--- config.mk ---
export PLATFORM = sky130hd
export DESIGN_NAME = cnn_fm_reader
export DESIGN_NICKNAME = d
export VERILOG_FILES = /design/src/rtl/cnn_fm_reader.sv
export SDC_FILE = /design/constraint.sdc
export NUM_CORES = 1
export LEC_CHECK = 0
export ABC_AREA = 1
export CAP_MARGIN = 25
export CORE_ASPECT_RATIO = 0.6
export CORE_MARGIN = 1
export CORE_UTILIZATION = 30
export CTS_CLUSTER_SIZE = 16
export DETAILED_ROUTE_END_ITERATION = 7
export HOLD_SLACK_MARGIN = 0.02
export PLACE_DENSITY = 0.61
export SLEW_MARGIN = 0
export SYNTH_ARGS = -nofsm -noshare
export SYNTH_HDL_FRONTEND = slang
export SYNTH_SLANG_ARGS = --single-unit
--- constraint.sdc ---
create_clock -name clk_i -period 3.8 [get_ports clk_i]
set_input_delay 0.38 -clock clk_i [delete_from_list [all_inputs] [get_ports clk_i]]
set_output_delay 0.38 -clock clk_i [all_outputs]
set_load 0.05 [all_outputs]
--- src/rtl/cnn_fm_reader.sv ---
// cnn_fm_reader
//   Streams the CNN output feature-map buffer to the host/DMA side once the
//   conv engine is finished. A start pulse launches one raster scan in
//   map/row/col order over a sync RAM with 1-cycle read latency. Read data
//   lands in a 2-entry skid FIFO whose head drives a valid/ready stream.
//
// Ports
//   clk_i      clock, rising edge
//   reset_i    synchronous active-low reset
//   start_i    one-cycle pulse, begins a full readout (ignored unless idle)
//   rd_en_o    buffer read enable
//   rd_addr_o  buffer address = (m*R_p + row)*C_p + col
//   rd_data_i  buffer data, valid the cycle after rd_en_o
//   data_o     stream data (registered FIFO head)
//   valid_o    stream valid (registered, independent of ready_i)
//   ready_i    stream ready
//   last_o     marks the final element of the scan
//   busy_o     high while a readout is in progress, through the done pulse
//   done_o     one-cycle pulse on the handshake of the final element
//
// Optional feature macro: CNN_FM_READER_RELU_EN
//   When defined, elements with the sign bit set are stored as all-zero at
//   FIFO push (so -0.0 also becomes +0.0). Timing is unchanged.

module cnn_fm_reader #(
    parameter int M_p      = 4,
    parameter int R_p      = 16,
    parameter int C_p      = 16,
    parameter int WIDTH_p  = 32,
    parameter int ADDR_W_p = (M_p * R_p * C_p > 1) ? $clog2(M_p * R_p * C_p) : 1
) (
    input  logic                clk_i,
    input  logic                reset_i,
    input  logic                start_i,
    output logic                rd_en_o,
    output logic [ADDR_W_p-1:0] rd_addr_o,
    input  logic [WIDTH_p-1:0]  rd_data_i,
    output logic [WIDTH_p-1:0]  data_o,
    output logic                valid_o,
    input  logic                ready_i,
    output logic                last_o,
    output logic                busy_o,
    output logic                done_o
);

    localparam int MW = (M_p > 1) ? $clog2(M_p) : 1;
    localparam int RW = (R_p > 1) ? $clog2(R_p) : 1;
    localparam int CW = (C_p > 1) ? $clog2(C_p) : 1;

    typedef enum logic [1:0] {IDLE, RUN, DRAIN} state_t;

    state_t              state_q;
    logic [MW-1:0]       m_q;
    logic [RW-1:0]       row_q;
    logic [CW-1:0]       col_q;
    logic [ADDR_W_p-1:0] addr_q;
    logic                inflight_q;
    logic                inflight_last_q;
    logic [1:0]          count_q;
    logic [WIDTH_p-1:0]  fifo_data_q [2];
    logic                fifo_last_q [2];

    logic                xfer;
    logic                col_end, row_end, is_last_addr;
    logic [1:0]          occupancy;
    logic [WIDTH_p-1:0]  push_data;

    assign col_end      = (col_q == CW'(C_p - 1));
    assign row_end      = (row_q == RW'(R_p - 1));
    assign is_last_addr = col_end && row_end && (m_q == MW'(M_p - 1));

    // FIFO slots plus the read still in the RAM pipeline; never exceeds 2.
    assign occupancy = count_q + {1'b0, inflight_q};

    assign valid_o   = (count_q != 2'd0);
    assign data_o    = fifo_data_q[0];
    assign last_o    = valid_o && fifo_last_q[0];
    assign xfer      = valid_o && ready_i;
    assign done_o    = xfer && last_o;
    assign busy_o    = (state_q != IDLE);
    assign rd_addr_o = addr_q;

    // A pop this cycle frees a slot, so a read may issue even when the
    // FIFO and pipeline together hold two elements.
    assign rd_en_o = (state_q == RUN) && ((occupancy < 2'd2) || xfer);

`ifdef CNN_FM_READER_RELU_EN
    assign push_data = rd_data_i[WIDTH_p-1] ? '0 : rd_data_i;
`else
    assign push_data = rd_data_i;
`endif

    always_ff @(posedge clk_i) begin
        if (!reset_i) begin
            state_q         <= IDLE;
            m_q             <= '0;
            row_q           <= '0;
            col_q           <= '0;
            addr_q          <= '0;
            inflight_q      <= 1'b0;
            inflight_last_q <= 1'b0;
            count_q         <= 2'd0;
            for (int i = 0; i < 2; i++) begin
                fifo_data_q[i] <= '0;
                fifo_last_q[i] <= 1'b0;
            end
        end else begin
            inflight_q      <= rd_en_o;
            inflight_last_q <= is_last_addr;

            case (state_q)
                IDLE: begin
                    if (start_i) begin
                        state_q <= RUN;
                        m_q     <= '0;
                        row_q   <= '0;
                        col_q   <= '0;
                        addr_q  <= '0;
                    end
                end
                RUN: begin
                    if (rd_en_o) begin
                        addr_q <= addr_q + ADDR_W_p'(1);
                        if (col_end) begin
                            col_q <= '0;
                            if (row_end) begin
                                row_q <= '0;
                                m_q   <= m_q + MW'(1);
                            end else begin
                                row_q <= row_q + RW'(1);
                            end
                        end else begin
                            col_q <= col_q + CW'(1);
                        end
                        if (is_last_addr)
                            state_q <= DRAIN;
                    end
                end
                DRAIN: begin
                    if (done_o)
                        state_q <= IDLE;
                end
                default: state_q <= IDLE;
            endcase

            // Skid FIFO, slot 0 is the registered stream head.
            case ({inflight_q, xfer})
                2'b10: begin
                    if (count_q == 2'd0) begin
                        fifo_data_q[0] <= push_data;
                        fifo_last_q[0] <= inflight_last_q;
                    end else begin
                        fifo_data_q[1] <= push_data;
                        fifo_last_q[1] <= inflight_last_q;
                    end
                    count_q <= count_q + 2'd1;
                end
                2'b01: begin
                    fifo_data_q[0] <= fifo_data_q[1];
                    fifo_last_q[0] <= fifo_last_q[1];
                    count_q        <= count_q - 2'd1;
                end
                2'b11: begin
                    if (count_q == 2'd1) begin
                        fifo_data_q[0] <= push_data;
                        fifo_last_q[0] <= inflight_last_q;
                    end else begin
                        fifo_data_q[0] <= fifo_data_q[1];
                        fifo_last_q[0] <= fifo_last_q[1];
                        fifo_data_q[1] <= push_data;
                        fifo_last_q[1] <= inflight_last_q;
                    end
                end
                default: ;
            endcase
        end
    end

endmodule

### Yosys cells after proc, flatten, opt, wreduce, memory -nomap -nowiden

Memories as Yosys holds them, arrays and structs flattened.
Cells that the tools add are included.

* register bits after elaboration: 26
* memory bits (writable): 66
* input bits: 36
* output and inout port bits: 47
* logic and storage cells: 116
* memories: 2

* add/subtract/negate cells: 7
* $lt $le $gt $ge: 1
* equality and inequality tests: 15
* muxes and demuxes: 54
* bitwise operators: 12
* reduce and logical (&&, ||, !) cells: 17

Memory list
* fifo_data_q: depth 2, bits a word 32, rd ports 2, clocked after Yosys merged registers in 0, write ports 2, RTL line 60 `logic [WIDTH_p-1:0] fifo_data_q [2];`
* fifo_last_q: depth 2, bits a word 1, rd ports 2, clocked after Yosys merged registers in 0, write ports 2, RTL line 61 `logic fifo_last_q [2];`

Operators with widths (number)
* $mux W32: 6
* $mux W1: 26
* $mux W4: 6
* $mux W10: 2
* $pmux W10 S2: 1
* $mux W2: 8
* $pmux W4 S2: 2
* $ne A2 B2 Y1 const B: 6
* $or A1 B1 Y1: 12
* $add A10 B1 Y10 const B: 1
* $add A4 B1 Y4 const B: 2
* $eq A2 B2 Y1 const B: 4
* $eq A4 B4 Y1 const B: 2
* $pmux W2 S2: 2
* $reduce_and A4 Y1: 2
* $reduce_bool A2 Y1: 4
* $eq A2 B1 Y1 const B: 3
* $logic_and A1 B1 Y1: 6
* $pmux W2 S3: 1
* $reduce_and A5 Y1: 1
* $add A2 B1 Y2 const B: 2
* $logic_not A2 Y1: 2
* $reduce_and A3 Y1: 1
* $add A2 B1 Y2: 1
* other kinds (3): 3

### Logic depth before layout (Yosys ltp)

Gate-level depths: netlist of run 1.

* depth after elaboration: 10
* depth in mapped cells: 13
* mapped depth without buffers: 12

### Worst setup path before layout of run 1

OpenSTA, ideal clock, no wires.

* path kind: register -> register
* start: register count_q[0]
* end: memory fifo_data_q[1][0] (netlist: fifo_data_q[0][32]) (enable)
* data arrival time: 3.211 ns
* path slack: 0.156 ns
* cell stages (with the launch flop): 9
* clock period less this slack: 3.644 ns
* path through: dfxtp_1 -> inv_1 -> ha_1 -> inv_1 -> nand2_1 -> inv_1 -> ha_1 -> inv_1 -> o211ai_1

RTL lines
* start, declared: RTL line 59 `logic [1:0] count_q;`
* start signal, assigned: RTL line 156 `count_q <= count_q + 2'd1;`
* start signal, assigned: RTL line 161 `count_q <= count_q - 2'd1;`
* end, declared: RTL line 60

==> results_dict.tcl, run 1 <==
set metrics [dict create \
    critPathTopFamily "buffers and inverters" \
    yosys.area_share.xor_xnor_pct 1.125 \
    worstPathRequired_ps 3890 \
    clock_latency_ps 340 \
    cp_slowest_cell "inv_1" \
    synthAdderAreaFrac_pct 2.410 \
    layout_min_cycle_time_ps 2939 \
    synthDistinctLibCells 29 \
    cp_data_arrival_time_ps 3030 \
    fill_cells 1469 \
    setup_tns_ps 0 \
    initial_core_util_pct 31.47 \
    crit_type "reg2reg" \
    io_pins 83 \
    dr.pass1.iters 4 \
    maxSlewHeadroom_pct 46.97 \
    cts-root-buf "clkbuf_16" \
    synth_top_family_by_area "simple AND/OR/NAND/NOR gates" \
    tightestPinTransition_ps 793.5 \
    cts_sinks 92 \
    fin_skew_ps 10.86 \
    grt-ovfl-total 0 \
    grt_pass1_wl_mm 17.25 \
    critical_path.startpoint_type "flop" \
    netlist_area_sq_um 4672 \
    ys_seq_area_share_pct 53.56 \
    cts_hold_buf 0 \
    ir_drop_uv 254.2 \
    grt_pass1_vias 3425 \
    muxShareOfSynthArea_pct 0 \
    clk_path_buf_depth 2 \
    drtIter0Drc 215 \
    cts_tree "built" \
    max_freq_mhz 340.3 \
    avgSynthCellArea_sq_um 8.967 \
    cap_violations 0 \
    n_antenna_cell 0 \
    p_leak_nw 2.287 \
    max_stage_delay_ps 470 \
    cp_common_cell "inv_1" \
    grt_antenna_before_repair 0 \
    setup_viol 0 \
    layout-drive-gt1-share_pct 7.491 \
    core_sq_um 14850 \
    yosys.area_share.simple_pct 16.90 \
    post-route-drc-count 0 \
    ant_nets 0 \
    die_h_um 98.67 \
    viasPerCell 4.703 \
    io_buffer_count 82 \
    hpwl_mm 7.399 \
    crit_chain "inv_1, ha_1, inv_1, nand2_1, inv_1, ha_1, nor2_1, nor2_1, inv_1, buf_8, a21oi_1, o21ai_0, o21ai_0" \
    fin_util_pct 38.91 \
    avgRoutedWirePerCell_um 13.87 \
    synth_nets 566 \
    seqCellArea_sq_um 2502 \
    layout_common_cells "clkdlybuf4s50_1 (82), nor2_1 (69), edfxtp_1 (66)" \
    ys_warn_count 0 \
    crit_path_end_kind "flop" \
    rsz0062_at_grt "no" \
    worstPathMaxFanout 17 \
    finalHoldViolations 0 \
    hold_class "reg2reg" \
    die-area_sq_um 16090 \
    gp_congestion 0.7960 \
    cts_resized 0 \
    outcome "finished clean" \
    worst_hold_slack_ps 492.0 \
    maxSlewViolCount 0 \
    fin_nets 614 \
    die_x_um 163.1 \
    num_vias 3631 \
    numCtsBuffers 9 \
    ys_ff_latch 92 \
    fp-row-count 34 \
    multi_input_area_sq_um 1607 \
    grt_use_total_pct 13.78 \
    crit_buf_inv 5 \
    clk_pin_slew_ps 70 \
    power_density_nw_per_um2 662.4 \
    wl_mm 10.71 \
    fin_crit_sh_pct 77.34 \
    grt_max_degree 67 \
    final_common_cell "clkdlybuf4s50_1" \
    postSynthCellCount 521 \
    synth_compound_area_share_pct 13.52 \
    h-tree-depth 3 \
    post-cts-setup-buffers 0 \
    syn_to_final_growth_pct 23.65 \
]
[cell type report]
type	instances	area share, %
tap	198	4.289
sequential	92	43.32
clock buffer	10	3.964
timing repair buffer	89	15.38
multi-input combinational	311	27.81
inverter	66	4.289
clock inverter	6	0.9530
[registers in the layout (all words and copies together), names as in the netlist]
signal           count
fifo_last_q          2
inflight_q           1
rd_addr_o           10
inflight_last_q      1
col_q                4
state_q              2
count_q              2
row_q                4
m_q                  2
fifo_data_q         64
[synthesized netlist by cell type, drive strengths merged]
cell type | number | share of area (%)
nor2 | 72 | 6.1
o21ai | 70 | 7.5
nand2 | 68 | 5.7
edfxtp | 66 | 42
inv | 66 | 5.3
a21oi | 47 | 5.4
buf | 42 | 6.4
dfxtp | 26 | 11
nand3 | 21 | 2.8
clkbuf | 10 | 0.80
ha | 9 | 2.4
nand4 | 8 | 1.4
xor2 | 5 | 0.94
nand3b | 2 | 0.32
nor3 | 2 | 0.21
nor3b | 2 | 0.32
o211ai | 2 | 0.32
o22ai | 2 | 0.27
xnor2 | 1 | 0.19
[cell families (layout without fill, tap and decap cells)]
logic type | Yosys count | after routing
AO/OA/AOI/OAI | 121 | 121
XOR/XNOR | 6 | 6
adder cells (fa/ha/maj) | 9 | 9
buffers and inverters | 118 | 171
flip-flops | 92 | 92
AND/OR/NAND/NOR | 175 | 175
[worst paths after layout]
check | start | end | slack [ps] | cells past startpoint
setup reg to reg | count_q[1]$_SDFFE_PN0P_ | fifo_data_q[0][17]$_DFFE_PP_ | 860 | 13
hold / removal | col_q[1]$_SDFFE_PN0P_ | col_q[1]$_SDFFE_PN0P_ | 490 | 2
setup / recovery | count_q[1]$_SDFFE_PN0P_ | fifo_data_q[0][17]$_DFFE_PP_ | 860 | 13
hold reg to reg | col_q[1]$_SDFFE_PN0P_ | col_q[1]$_SDFFE_PN0P_ | 490 | 2
[per-stage QoR]
stage          worst slack [ps]  std cells  cell area, sq um  power (W)
2_1_floorplan             156.2        521              4672   0.002647
3_3_place_gp              743.0        754              5463   0.002955
3_5_place_dp              599.3        754              5463   0.002985
4_1_cts                   691.6        770              5747   0.003852
5_1_grt                   567.7        772              5777   0.004012
6_report                  861.1        772              5777   0.003826
[tightest hold or removal path, cell delays in order (launching register included)]
cell     delay, ps
dfxtp_1        330
nand3_1         80
nand2_1         40
[power by group]
group,switching (W),internal (W),total [W]
Sequential,0.000105,0.00136,0.00147
Clock,0.000396,0.000458,0.000854
Combinational,0.00106,0.000450,0.00151
[routing by layer]
| layer | global-route usage, % | up-vias | wire length [um] |
|---|---|---|---|
| met3 | 3.367 | 7 | 613 |
| li1 | - | 1801 | - |
| met2 | 20.92 | 112 | 4658 |
| met5 | 0 | - | 0 |
| met4 | 3.882 | 0 | 104 |
| met1 | 19.40 | 1711 | 5333 |
No activity file was read; power rests on OpenSTA's default activity.
==> inputs of run 2 (changes only) <==
- clock period: 3.8 -> 2.8 ns (I/O delays scaled with it)
==> run 2 against run 1 <==
Net effect:
- global-route usage hardly changed
- power is 42% higher
- final area is 1.8% higher
- clock skew is 1.7 ps lower
- worst hold slack better by 11 ps
- setup slack worse by 590 ps
- cell count is 0.13% higher
- register-to-register slack worse by 370 ps
- die area stayed put
- combinational power is 40% higher
- first-iteration DRC count is 20% higher
- core utilization is 0.72 points higher
- largest cell class unchanged
==> results_dict.tcl, run 2 (synthesized netlist as in run 1, its figures left out) <==
set metrics [dict create \
    final_common_cell "clkdlybuf4s50_1" \
    p_switching_w 0.002143 \
    maxSlewHeadroom_pct 59.09 \
    seqCellArea_sq_um 2504 \
    viasPerCell 4.690 \
    dr.pass1.iters 5 \
    max_freq_mhz 396.2 \
    tightestPinTransition_ps 611.4 \
    cp_slowest_cell "clkdlybuf4s50_1" \
    hpwl_mm 7.301 \
    finalPower_w 0.005440 \
    largest_reg_flops 64 \
    clk_pin_slew_ps 70 \
    multi_input_area_sq_um 1639 \
    seqPwrFrac_pct 36.6 \
    critical_path.startpoint_type "flop" \
    io_pins 83 \
    cp_data_arrival_time_ps 2240 \
    h-tree-depth 3 \
    layout_common_cells "clkdlybuf4s50_1 (82), nor2_1 (69), edfxtp_1 (66)" \
    p_leak_nw 2.315 \
    max_stage_delay_ps 790 \
    n_antenna_cell 0 \
    switching_share_pct 39.40 \
    io_buffer_count 82 \
    grt_use_total_pct 13.79 \
    gp_congestion 0.8135 \
    cts_tree "built" \
    wl_mm 10.78 \
    fin_util_pct 39.63 \
    hold_class "reg2reg" \
    grt-ovfl-total 0 \
    setup_slack_ps 276.0 \
    ir_drop_uv 391.1 \
    cts_sinks 92 \
    outcome "finished clean" \
    post-route-drc-count 0 \
    clkPwrFrac_pct 24.4 \
    rr_worst_depth 13 \
    grt_antenna_before_repair 0 \
    crit_chain "inv_2, ha_4, clkinvlp_4, nand2_4, nand3_1, nand2_1, inv_1, clkdlybuf4s50_1" \
    setup_viol 0 \
    crit_buf_inv 4 \
    hold-path-cell-count 2 \
    placed_cell_area_sq_um 5560 \
    finalHoldViolations 0 \
    worstPathMaxFanout 6 \
    final_area_sq_um 5883 \
    rr_endpoint "fifo_data_q[0][26]$_DFFE_PP_" \
    cts_resized 0 \
    post-place-ws_ps 455.8 \
    die_h_um 98.67 \
    worstHoldStart "col_q[1]$_SDFFE_PN0P_" \
    fin_nets 615 \
    comb_power_share_pct 39.1 \
    clk_path_buf_depth 2 \
    crit_path_end_kind "output port" \
    post-cts-setup-buffers 0 \
    fp-row-count 34 \
    initial_core_util_pct 31.47 \
    worstPathRequired_ps 2520 \
    grt_pass1_vias 3372 \
    num_vias 3625 \
    fin_skew_ps 9.112 \
    crit_type "reg2out" \
    r2r_setup_slack_ps 490 \
    ant_nets 0 \
    power_density_nw_per_um2 924.6 \
    grt_pass1_wl_mm 17.23 \
    cts-root-buf "clkbuf_16" \
    maxSlewViolCount 0 \
    drtIter0Drc 257 \
    regMostFlops "fifo_data_q" \
    numCtsBuffers 9 \
    internal_power_w 0.003296 \
    avgRoutedWirePerCell_um 13.95 \
    syn_to_final_growth_pct 25.92 \
    cap_violations 0 \
    fin_crit_sh_pct 90.14 \
    layout_min_cycle_time_ps 2524 \
    critPathTopFamily "buffers and inverters" \
    clock_latency_ps 340 \
    grt_max_degree 67 \
    r2r_start "count_q[1]$_SDFFE_PN0P_" \
    holdPathEnd "col_q[1]$_SDFFE_PN0P_" \
    cts_hold_buf 0 \
    die_x_um 163.1 \
    die-area_sq_um 16090 \
    fill_cells 1442 \
    rsz0062_at_grt "no" \
    setup_tns_ps 0 \
    layout-drive-gt1-share_pct 9.217 \
    core_sq_um 14850 \
]
run 2: stage by stage:
step | cells | hold WS (ps)
finish | 773 | 503.3
global route | 773 | 518.3
CTS | 773 | 501.2
detailed placement | 757 | 485.4
global placement | 757 | 473.0
floorplan | 521 | 403.0
run 2: power by group through the flow:
stage | combinational (W) | clock [W] | sequential, W
finish | 0.00212 | 0.00132 | 0.00199
global route | 0.00229 | 0.00141 | 0.00203
CTS | 0.00214 | 0.00136 | 0.00199
detailed placement | 0.00213 | 0 | 0.00202
global placement | 0.00209 | 0 | 0.00201
floorplan | 0.00166 | 0 | 0.00199
run 2: routing by layer:
layer  wire length, um  global-route usage, %  vias up
li1                  -                      -     1799
met1              5443                  20.13     1691
met2              4520                  20.23      127
met3               682                  2.988        8
met4               137                  4.242        0
met5                 0                      0        -
run 2: area by class of cell:
class	count	area share, %
clock buffer	10	3.892
clock inverter	6	1.595
inverter	66	4.275
multi-input combinational	311	27.86
sequential	92	42.56
tap	198	4.211
timing repair buffer	90	15.61
run 2: worst max path at each step:
stage,start,end,slack (ps),cells after the start
final,count_q[1]$_SDFFE_PN0P_,rd_en_o,280,8
after global routing,count_q[0]$_SDFFE_PN0P_,rd_en_o,170,8
after CTS,count_q[0]$_SDFFE_PN0P_,rd_en_o,280,8
after detailed placement,ready_i,fifo_data_q[0][26]$_DFFE_PP_,460,11
after global placement,ready_i,fifo_data_q[0][5]$_DFFE_PP_,530,11
after floorplan,count_q[0]$_SDFFE_PN0P_,fifo_data_q[0][32]$_DFFE_PP_,-400,8
run 2: worst min-delay path, stage by stage, from the launching register on:
cell	delay (ps)
dfxtp_1	330
nand3_1	80
nand2_1	50
